### config.mk
export PLATFORM = sky130hd
export DESIGN_NAME = alu_bus_seq
export DESIGN_NICKNAME = d
export VERILOG_FILES = /design/src/rtl/alu_bus_seq.sv
export SDC_FILE = /design/constraint.sdc
export NUM_CORES = 1
export LEC_CHECK = 0
export BUFFER_PORTS_ARGS = -buffer_cell sky130_fd_sc_hd__buf_2
export CAP_MARGIN = 20
export CELL_PAD_IN_SITES_DETAIL_PLACEMENT = 1
export CELL_PAD_IN_SITES_GLOBAL_PLACEMENT = 2
export CORE_ASPECT_RATIO = 0.7
export CORE_MARGIN = 5
export CORE_UTILIZATION = 25
export DETAILED_ROUTE_END_ITERATION = 12
export GPL_ROUTABILITY_DRIVEN = 0
export PLACE_DENSITY = 0.84
export SLEW_MARGIN = 20
export SYNTH_ARGS = -nofsm -noshare
export SYNTH_HDL_FRONTEND = slang
export SYNTH_SLANG_ARGS = --single-unit
### constraint.sdc
create_clock -name clock -period 1.6 [get_ports clock]
set_input_delay 0.16 -clock clock [delete_from_list [all_inputs] [get_ports clock]]
set_output_delay 0.16 -clock clock [all_outputs]
set_load 0.01 [all_outputs]
### src/rtl/alu_bus_seq.sv
// Multi-cycle micro-sequencer issuing one register/W ALU instruction over the
// shared 8-bit bus: READ -> EXEC -> WRITE, with CLRF skipping READ.
module alu_bus_seq #(
   parameter int NUM_REGS   = 8,
   parameter int SEL_W      = 3,
   parameter int STATUS_IDX = 3
) (
   input  logic                clock,
   input  logic                reset,
   input  logic                start,
   input  logic [3:0]          op,
   input  logic [SEL_W-1:0]    f_sel,
   input  logic                d,
   output logic [NUM_REGS-1:0] out_en,
   output logic [NUM_REGS-1:0] write_en,
   output logic                w_out_en,
   output logic                w_write_en,
   output logic                alu_b_ld,
   output logic [3:0]          alu_op,
   output logic                alu_out_en,
   output logic                carry_wr,
   output logic                zero_wr,
   output logic                busy,
   output logic                done,
   output logic                err
);

   localparam logic [3:0] OP_MOVF  = 4'd0;
   localparam logic [3:0] OP_MOVWF = 4'd1;
   localparam logic [3:0] OP_ADDWF = 4'd2;
   localparam logic [3:0] OP_SUBWF = 4'd3;
   localparam logic [3:0] OP_ANDWF = 4'd4;
   localparam logic [3:0] OP_IORWF = 4'd5;
   localparam logic [3:0] OP_XORWF = 4'd6;
   localparam logic [3:0] OP_RLF   = 4'd7;
   localparam logic [3:0] OP_RRF   = 4'd8;
   localparam logic [3:0] OP_CLRF  = 4'd9;

   localparam logic [31:0] NUM_REGS_U   = NUM_REGS;
   localparam logic [31:0] STATUS_IDX_U = STATUS_IDX;

   typedef enum logic [2:0] {
      S_IDLE,
      S_READ,
      S_EXEC,
      S_WRITE,
      S_ERR
   } state_t;

   state_t              state, state_nxt;
   logic [3:0]          op_q;
   logic [SEL_W-1:0]    sel_q;
   logic                d_q;
   logic                op_legal, sel_legal;
   logic [NUM_REGS-1:0] sel_oh;
   logic                to_file, status_dst, upd_c, upd_z;

   assign op_legal   = (op <= OP_CLRF);
   assign sel_legal  = (32'(f_sel) < NUM_REGS_U);
   assign sel_oh     = {{(NUM_REGS-1){1'b0}}, 1'b1} << sel_q;
   assign to_file    = d_q || (op_q == OP_MOVWF);
   // A full write to STATUS overrides the individual flag updates.
   assign status_dst = to_file && (32'(sel_q) == STATUS_IDX_U);
   assign upd_c      = op_q inside {OP_ADDWF, OP_SUBWF, OP_RLF, OP_RRF};
   assign upd_z      = op_q inside {OP_MOVF, OP_ADDWF, OP_SUBWF, OP_ANDWF,
                                    OP_IORWF, OP_XORWF, OP_CLRF};

   always_ff @(posedge clock or posedge reset) begin
      if (reset) begin
         state <= S_IDLE;
         op_q  <= '0;
         sel_q <= '0;
         d_q   <= 1'b0;
      end else begin
         state <= state_nxt;
         if (state == S_IDLE && start) begin
            op_q  <= op;
            sel_q <= f_sel;
            d_q   <= d;
         end
      end
   end

   always_comb begin
      state_nxt  = state;
      out_en     = '0;
      write_en   = '0;
      w_out_en   = 1'b0;
      w_write_en = 1'b0;
      alu_b_ld   = 1'b0;
      alu_op     = '0;
      alu_out_en = 1'b0;
      carry_wr   = 1'b0;
      zero_wr    = 1'b0;
      busy       = (state != S_IDLE);
      done       = 1'b0;
      err        = 1'b0;
      if (state != S_IDLE) alu_op = op_q;
      case (state)
         S_IDLE: begin
            if (start) begin
               if (!op_legal || !sel_legal) state_nxt = S_ERR;
               else if (op == OP_CLRF)      state_nxt = S_EXEC;
               else                         state_nxt = S_READ;
            end
         end
         S_READ: begin
            alu_b_ld = 1'b1;
            if (op_q == OP_MOVWF) w_out_en = 1'b1;
            else                  out_en   = sel_oh;
            state_nxt = S_EXEC;
         end
         S_EXEC: state_nxt = S_WRITE;
         S_WRITE: begin
            alu_out_en = 1'b1;
            done       = 1'b1;
            if (to_file) write_en   = sel_oh;
            else         w_write_en = 1'b1;
            carry_wr  = upd_c && !status_dst;
            zero_wr   = upd_z && !status_dst;
            state_nxt = S_IDLE;
         end
         S_ERR: begin
            err       = 1'b1;
            state_nxt = S_IDLE;
         end
         default: state_nxt = S_IDLE;
      endcase
   end

endmodule
==> results of run 1 <==
[routing by layer]
| metal | track usage (%) | wire length [um] | vias to the layer above |
|---|---|---|---|
| met2 | 20.9 | 1470 | 25 |
| li1 | - | - | 421 |
| met1 | 15.7 | 1230 | 429 |
| met3 | 1.40 | 127 | 4 |
| met5 | 0 | 0 | - |
| met4 | 5.24 | 44 | 0 |
[layout make-up]
type	count	area, um^2	area share [%]
multi-input cells	66	606	45.0
inverters	4	15.0	1.12
flip-flops and latches	11	282	20.9
clock buffers	4	45.0	3.35
well taps	38	47.5	3.53
repair buffers	58	350	26.0
[Yosys cell counts, drive strengths merged]
cell type,instances
a211oi,1
a21o,1
a21oi,1
a221oi,2
a311oi,1
and2,2
and2b,2
buf,2
clkbuf,3
dfrtp,11
inv,4
mux2,8
nand2,3
nand2b,5
nand3,1
nand3b,5
nor2,13
nor2b,2
nor3,7
nor3b,4
nor4,2
nor4b,1
nor4bb,1
o211a,1
o21ai,1
o31ai,1
or4b,1
[through the flow]
| step | setup WS [ps] | std cells | hold slack (ps) | power (mW) | instance area (um^2) |
|---|---|---|---|---|---|
| after floorplan | 127 | 86 | 12.4 | 1.44 | 823 |
| after global placement | 73.1 | 166 | 165 | 1.86 | 1090 |
| after detailed placement | 59.7 | 166 | 175 | 1.90 | 1090 |
| after CTS | -128 | 176 | 158 | 2.47 | 1270 |
| after global routing | -200 | 181 | 154 | 2.81 | 1350 |
| final | -150 | 181 | 159 | 2.63 | 1350 |
[how the worst max path moves through the flow]
stage | end | slack, ps
2_1_floorplan | write_en[1] | 130
5_1_grt | out_en[0] | -200
3_5_place_dp | write_en[2] | 60
3_3_place_gp | write_en[2] | 70
6_report | out_en[3] | -150
4_1_cts | zero_wr | -130
[cell families (layout without fill, tap and decap cells)]
group | after synthesis | in the layout | share of synthesized area [%]
AO/OA/AOI/OAI | 9 | 9 | 8.82
flip-flops | 11 | 11 | 33.4
buffers and inverters | 9 | 66 | 6.53
AND/OR/NAND/NOR | 49 | 49 | 36.6
multiplexers | 8 | 8 | 14.6
[sequential cells by signal, indices dropped and copies added, names as in the netlist]
signal and count:
state 3, sel_q 3, d_q 1, op_q 4
[power breakdown]
group | switching, mW | internal (mW)
Sequential | 0.162 | 0.424
Clock | 0.0964 | 0.174
Combinational | 0.873 | 0.902
[what timing repair did]
action,CTS,global route
endpoints found under the setup margin,20,23
hold buffers,1,0
setup buffers,5,5
pin swaps,17,4
resized for setup,20,8
hold endpoints to repair,11,0
==> results.yml, run 1 <==
run_status:
  status: "complete, but fails checks"
  violations: "setup timing"
clock_tree:
  cts_inserted_buffers: 3
  clockBufferDepth: 2
  cts_sinks: 11
  cts.clk_slew.worst_paths_ps: 50
  cts-root-buf: "clkbuf_8"
  cts-htree-levels: 1
  clk_latency_ps: 230
  cts_tree: "built"
die:
  io_pins: 40
  rows: 17
  die_y_um: 58.0
  die-width_um: 78.6
  start_util_pct: 26.2
  core_region_area_um2: 3150
  die_area_um2: 4560
sta:
  layout_setup_ws_ps: -150
  tns_ps: -1810
  min_period_ps: 1750
  hold_viol_final: 0
  finalSetupViolCount: 19
  rsz0062_at_grt: "true"
  slew_viol_final: 0
  relSlewSlack_pct: 71.3
  fmax_mhz: 571
  fin_crit_sh_pct: 109
  skew_ps: 3.26
  tightestPinTransition_ps: 431
final_layout:
  fin_util_pct: 42.7
  diodes: 0
  final_common_cell: "buf_2"
  nFillCells: 379
  nNetsFinal: 155
  final_cell_mix: "38 x buf_2, 17 x buf_4, 9 x nor2_1"
  drive_gt1_share_pct: 66.4
  syn2layout_area_growth_pct: 63.4
setup_path:
  start_kind: "flop"
  path_buf_inv: 1
  crit_chain: "or4b_4, nand2_8, nor2_1, buf_2"
  path_class: "reg -> out"
  r2r_end: "op_q[2]"
  cp_top_family: "simple AND/OR/NAND/NOR gates"
  reg2reg_slack_ps: 140
  cp-startpoint: "op_q[1]"
  rr_startpoint: "state[0]"
  ff2ff_path_depth: 4
  critical_path_depth: 4
  cp_slowest_cell: "or4b_4"
  path_max_fanout: 8
  cp.arrival_ps: 1590
  critical_path.max_stage_delay_ps: 620
  cp-end-kind: "output port"
  required_ps: 1440
min_path:
  hp-class: "in -> reg"
  min_from: "f_sel[0]"
  hold_depth: 2
  min_to: "sel_q[0]"
drt:
  wl_per_cell_um: 15.8
  drc_errors: 0
  routed_via_density: 4.86
  vias: 879
  drtAntennaViolNets: 0
  first_iter_violations: 16
  postRouteWirelength_um: 2870
  firstDrtPassIters: 2
synth:
  yosys_warnings: 0
  synthTopCellsByArea: "dfrtp_1 33%, mux2_4 15%, nor2_1 5.9%, nand3b_1 4.6%, nand2b_1 3.8%"
  ys_seq_elements: 11
  synth_top_cell_by_area: "dfrtp_1"
  synth_area_um2: 823
  synth_top_area_share_pct: 33.4
  synth_nets: 97
  avgSynthCellArea_um2: 9.57
  yosysSeqAreaShare_pct: 33.4
  yosysUniqueCellTypes: 33
  synth_cells: 86
global_routing:
  overflow: 0
  track_usage_pct: 12.2
  grt_max_degree: 12
  antenna_found_initial: 0
  grt_pass1_vias: 879
  grt_pass1_wl_um: 4420
placed_design:
  dpl.hpwl_um: 1940
  port-buffer-count: 39
power:
  irDropWorstVdd_mv: 0.542
  leakage_nw: 0.657
  power_density_nw_per_um2: 1960
job:
  maxCapViolCount: 0
No activity file was read; power rests on OpenSTA's default activity.
==> inputs of run 2 (changes only) <==
Settings changed: PLACE_DENSITY 0.84 to not set, PLACE_DENSITY_LB_ADDON set to 0.1.
==> run 2 against run 1 <==
  * The run still ends with setup timing left
  * Final cell count shrank 1.7%
  * Critical path depth is the same
  * Worst setup slack lost 15 ps
  * Maximum frequency shrank 0.83%
  * Clock-buffer cell count is the same
  * Cell area shrank 1.8%
  * Die area is the same
  * Hold slack lost 4.8 ps
  * Wire length shrank 8.8%
  * Total power shrank 2.1%
  * Combinational power shrank 4%
  * Largest cell class unchanged
==> results.yml, run 2 (same netlist as run 1, synthesis figures left out) <==
sta:
  finalSetupViolCount: 20
  layout_setup_ws_ps: -165
  fmax_mhz: 567
  whs_ps: 154
  hold_viol_final: 0
  min_period_ps: 1760
  fin_crit_sh_pct: 110
  tightestPinTransition_ps: 409
  skew_ps: 2.63
  relSlewSlack_pct: 72.7
  rsz0062_at_grt: "true"
  slew_viol_final: 0
die:
  io_pins: 40
  start_util_pct: 26.2
  die-width_um: 78.6
  die_y_um: 58.0
  rows: 17
  core_region_area_um2: 3150
  die_area_um2: 4560
drt:
  routed_via_density: 4.76
  first_iter_violations: 12
  drc_errors: 0
  postRouteWirelength_um: 2610
  drtAntennaViolNets: 0
  wl_per_cell_um: 14.7
  firstDrtPassIters: 2
  vias: 848
global_routing:
  antenna_found_initial: 0
  grt_pass1_vias: 842
  track_usage_pct: 11.1
  grt_pass1_wl_um: 4010
  overflow: 0
  grt_max_degree: 12
setup_path:
  reg2reg_slack_ps: 70
  cp-startpoint: "op_q[1]"
  path_class: "reg -> out"
  start_kind: "flop"
  ff2ff_path_depth: 4
  crit_chain: "or4b_4, nand2_8, nor2_1, buf_2"
  cp_slowest_cell: "or4b_4"
  r2r_end: "sel_q[2]"
  required_ps: 1440
  cp-end-kind: "output port"
  path_max_fanout: 8
  rr_startpoint: "state[1]"
  critical_path_depth: 4
  cp.arrival_ps: 1600
  cp_top_family: "simple AND/OR/NAND/NOR gates"
  path_buf_inv: 1
  critical_path.max_stage_delay_ps: 600
clock_tree:
  cts_inserted_buffers: 3
  clockBufferDepth: 2
  clk_latency_ps: 240
  cts_tree: "built"
  cts.clk_slew.worst_paths_ps: 50
  cts_sinks: 11
  cts-root-buf: "clkbuf_8"
  cts-htree-levels: 1
final_layout:
  top_register: "op_q"
  nNetsFinal: 152
  syn2layout_area_growth_pct: 60.5
  multi_input_area_um2: 609
  top_regs: "op_q (4), sel_q (3), state (3)"
  diodes: 0
  final_common_cell: "buf_2"
  nFillCells: 373
  drive_gt1_share_pct: 62.1
  final_cell_mix: "38 x buf_2, 14 x buf_4, 10 x dfrtp_1"
  fin_util_pct: 42.0
  largest_reg_flops: 4
  final-seq-area_um2: 277
  final_cells: 178
min_path:
  hp-class: "in -> reg"
  hold_depth: 2
  min_to: "sel_q[0]"
  min_from: "f_sel[0]"
power:
  irDropWorstVdd_mv: 0.655
  power_density_nw_per_um2: 1950
  leakage_nw: 0.646
run_status:
  violations: "setup timing"
  status: "complete, but fails checks"
placed_design:
  dpl.hpwl_um: 2040
  place_inst: 168
  port-buffer-count: 39
job:
  maxCapViolCount: 0
[run 2: cell count changes in the layout (fill, tap and decap cells not counted), sizes merged]
cell  change
buf       -3
[run 2: per-stage QoR]
stage	setup TNS [ps]	setup slack [ps]	total power [mW]	area, um^2
after floorplan	0	127	1.44	823
after CTS	-1560	-145	2.37	1220
after global placement	0	53.8	1.92	1100
final	-2470	-165	2.58	1320
after detailed placement	0	85.9	1.96	1100
after global routing	-3810	-228	2.75	1320
[run 2: layout make-up]
class                      count  area share, %
sequential                    11           20.9
clock buffer                   4           3.41
timing repair buffer          55           24.8
inverter                       4           1.14
multi-input combinational     66           46.1
tap                           38           3.60
[run 2: worst max path at each step]
stage	end	slack [ps]
after floorplan	write_en[1]	130
after global placement	zero_wr	50
after detailed placement	carry_wr	90
after CTS	zero_wr	-150
after global routing	write_en[0]	-230
final	out_en[7]	-160
[run 2: timing repair]
item / CTS / global route
endpoints found under the setup margin: 19 / 22
cloned: 0 / 0
hold endpoints to repair: 11 / 0
pin swaps: 11 / 9
buffers inserted: 2 / 3
hold buffers: 1 / 0
gates resized for setup: 8 / 16
[run 2: power breakdown]
part | switching, mW | total [mW] | internal (mW)
Clock | 0.104 | 0.279 | 0.175
Combinational | 0.840 | 1.70 | 0.864
Sequential | 0.180 | 0.596 | 0.416
Total | 1.12 | 2.58 | 1.45
[run 2: per-layer routing]
metal | GRT usage, % | wire length, um | up-vias
met2 | 17.5 | 1170 | 26
met3 | 3.26 | 203 | 2
met4 | 3.49 | 17 | 0
met1 | 14.5 | 1220 | 407
li1 | - | - | 413
met5 | 0 | 0 | -
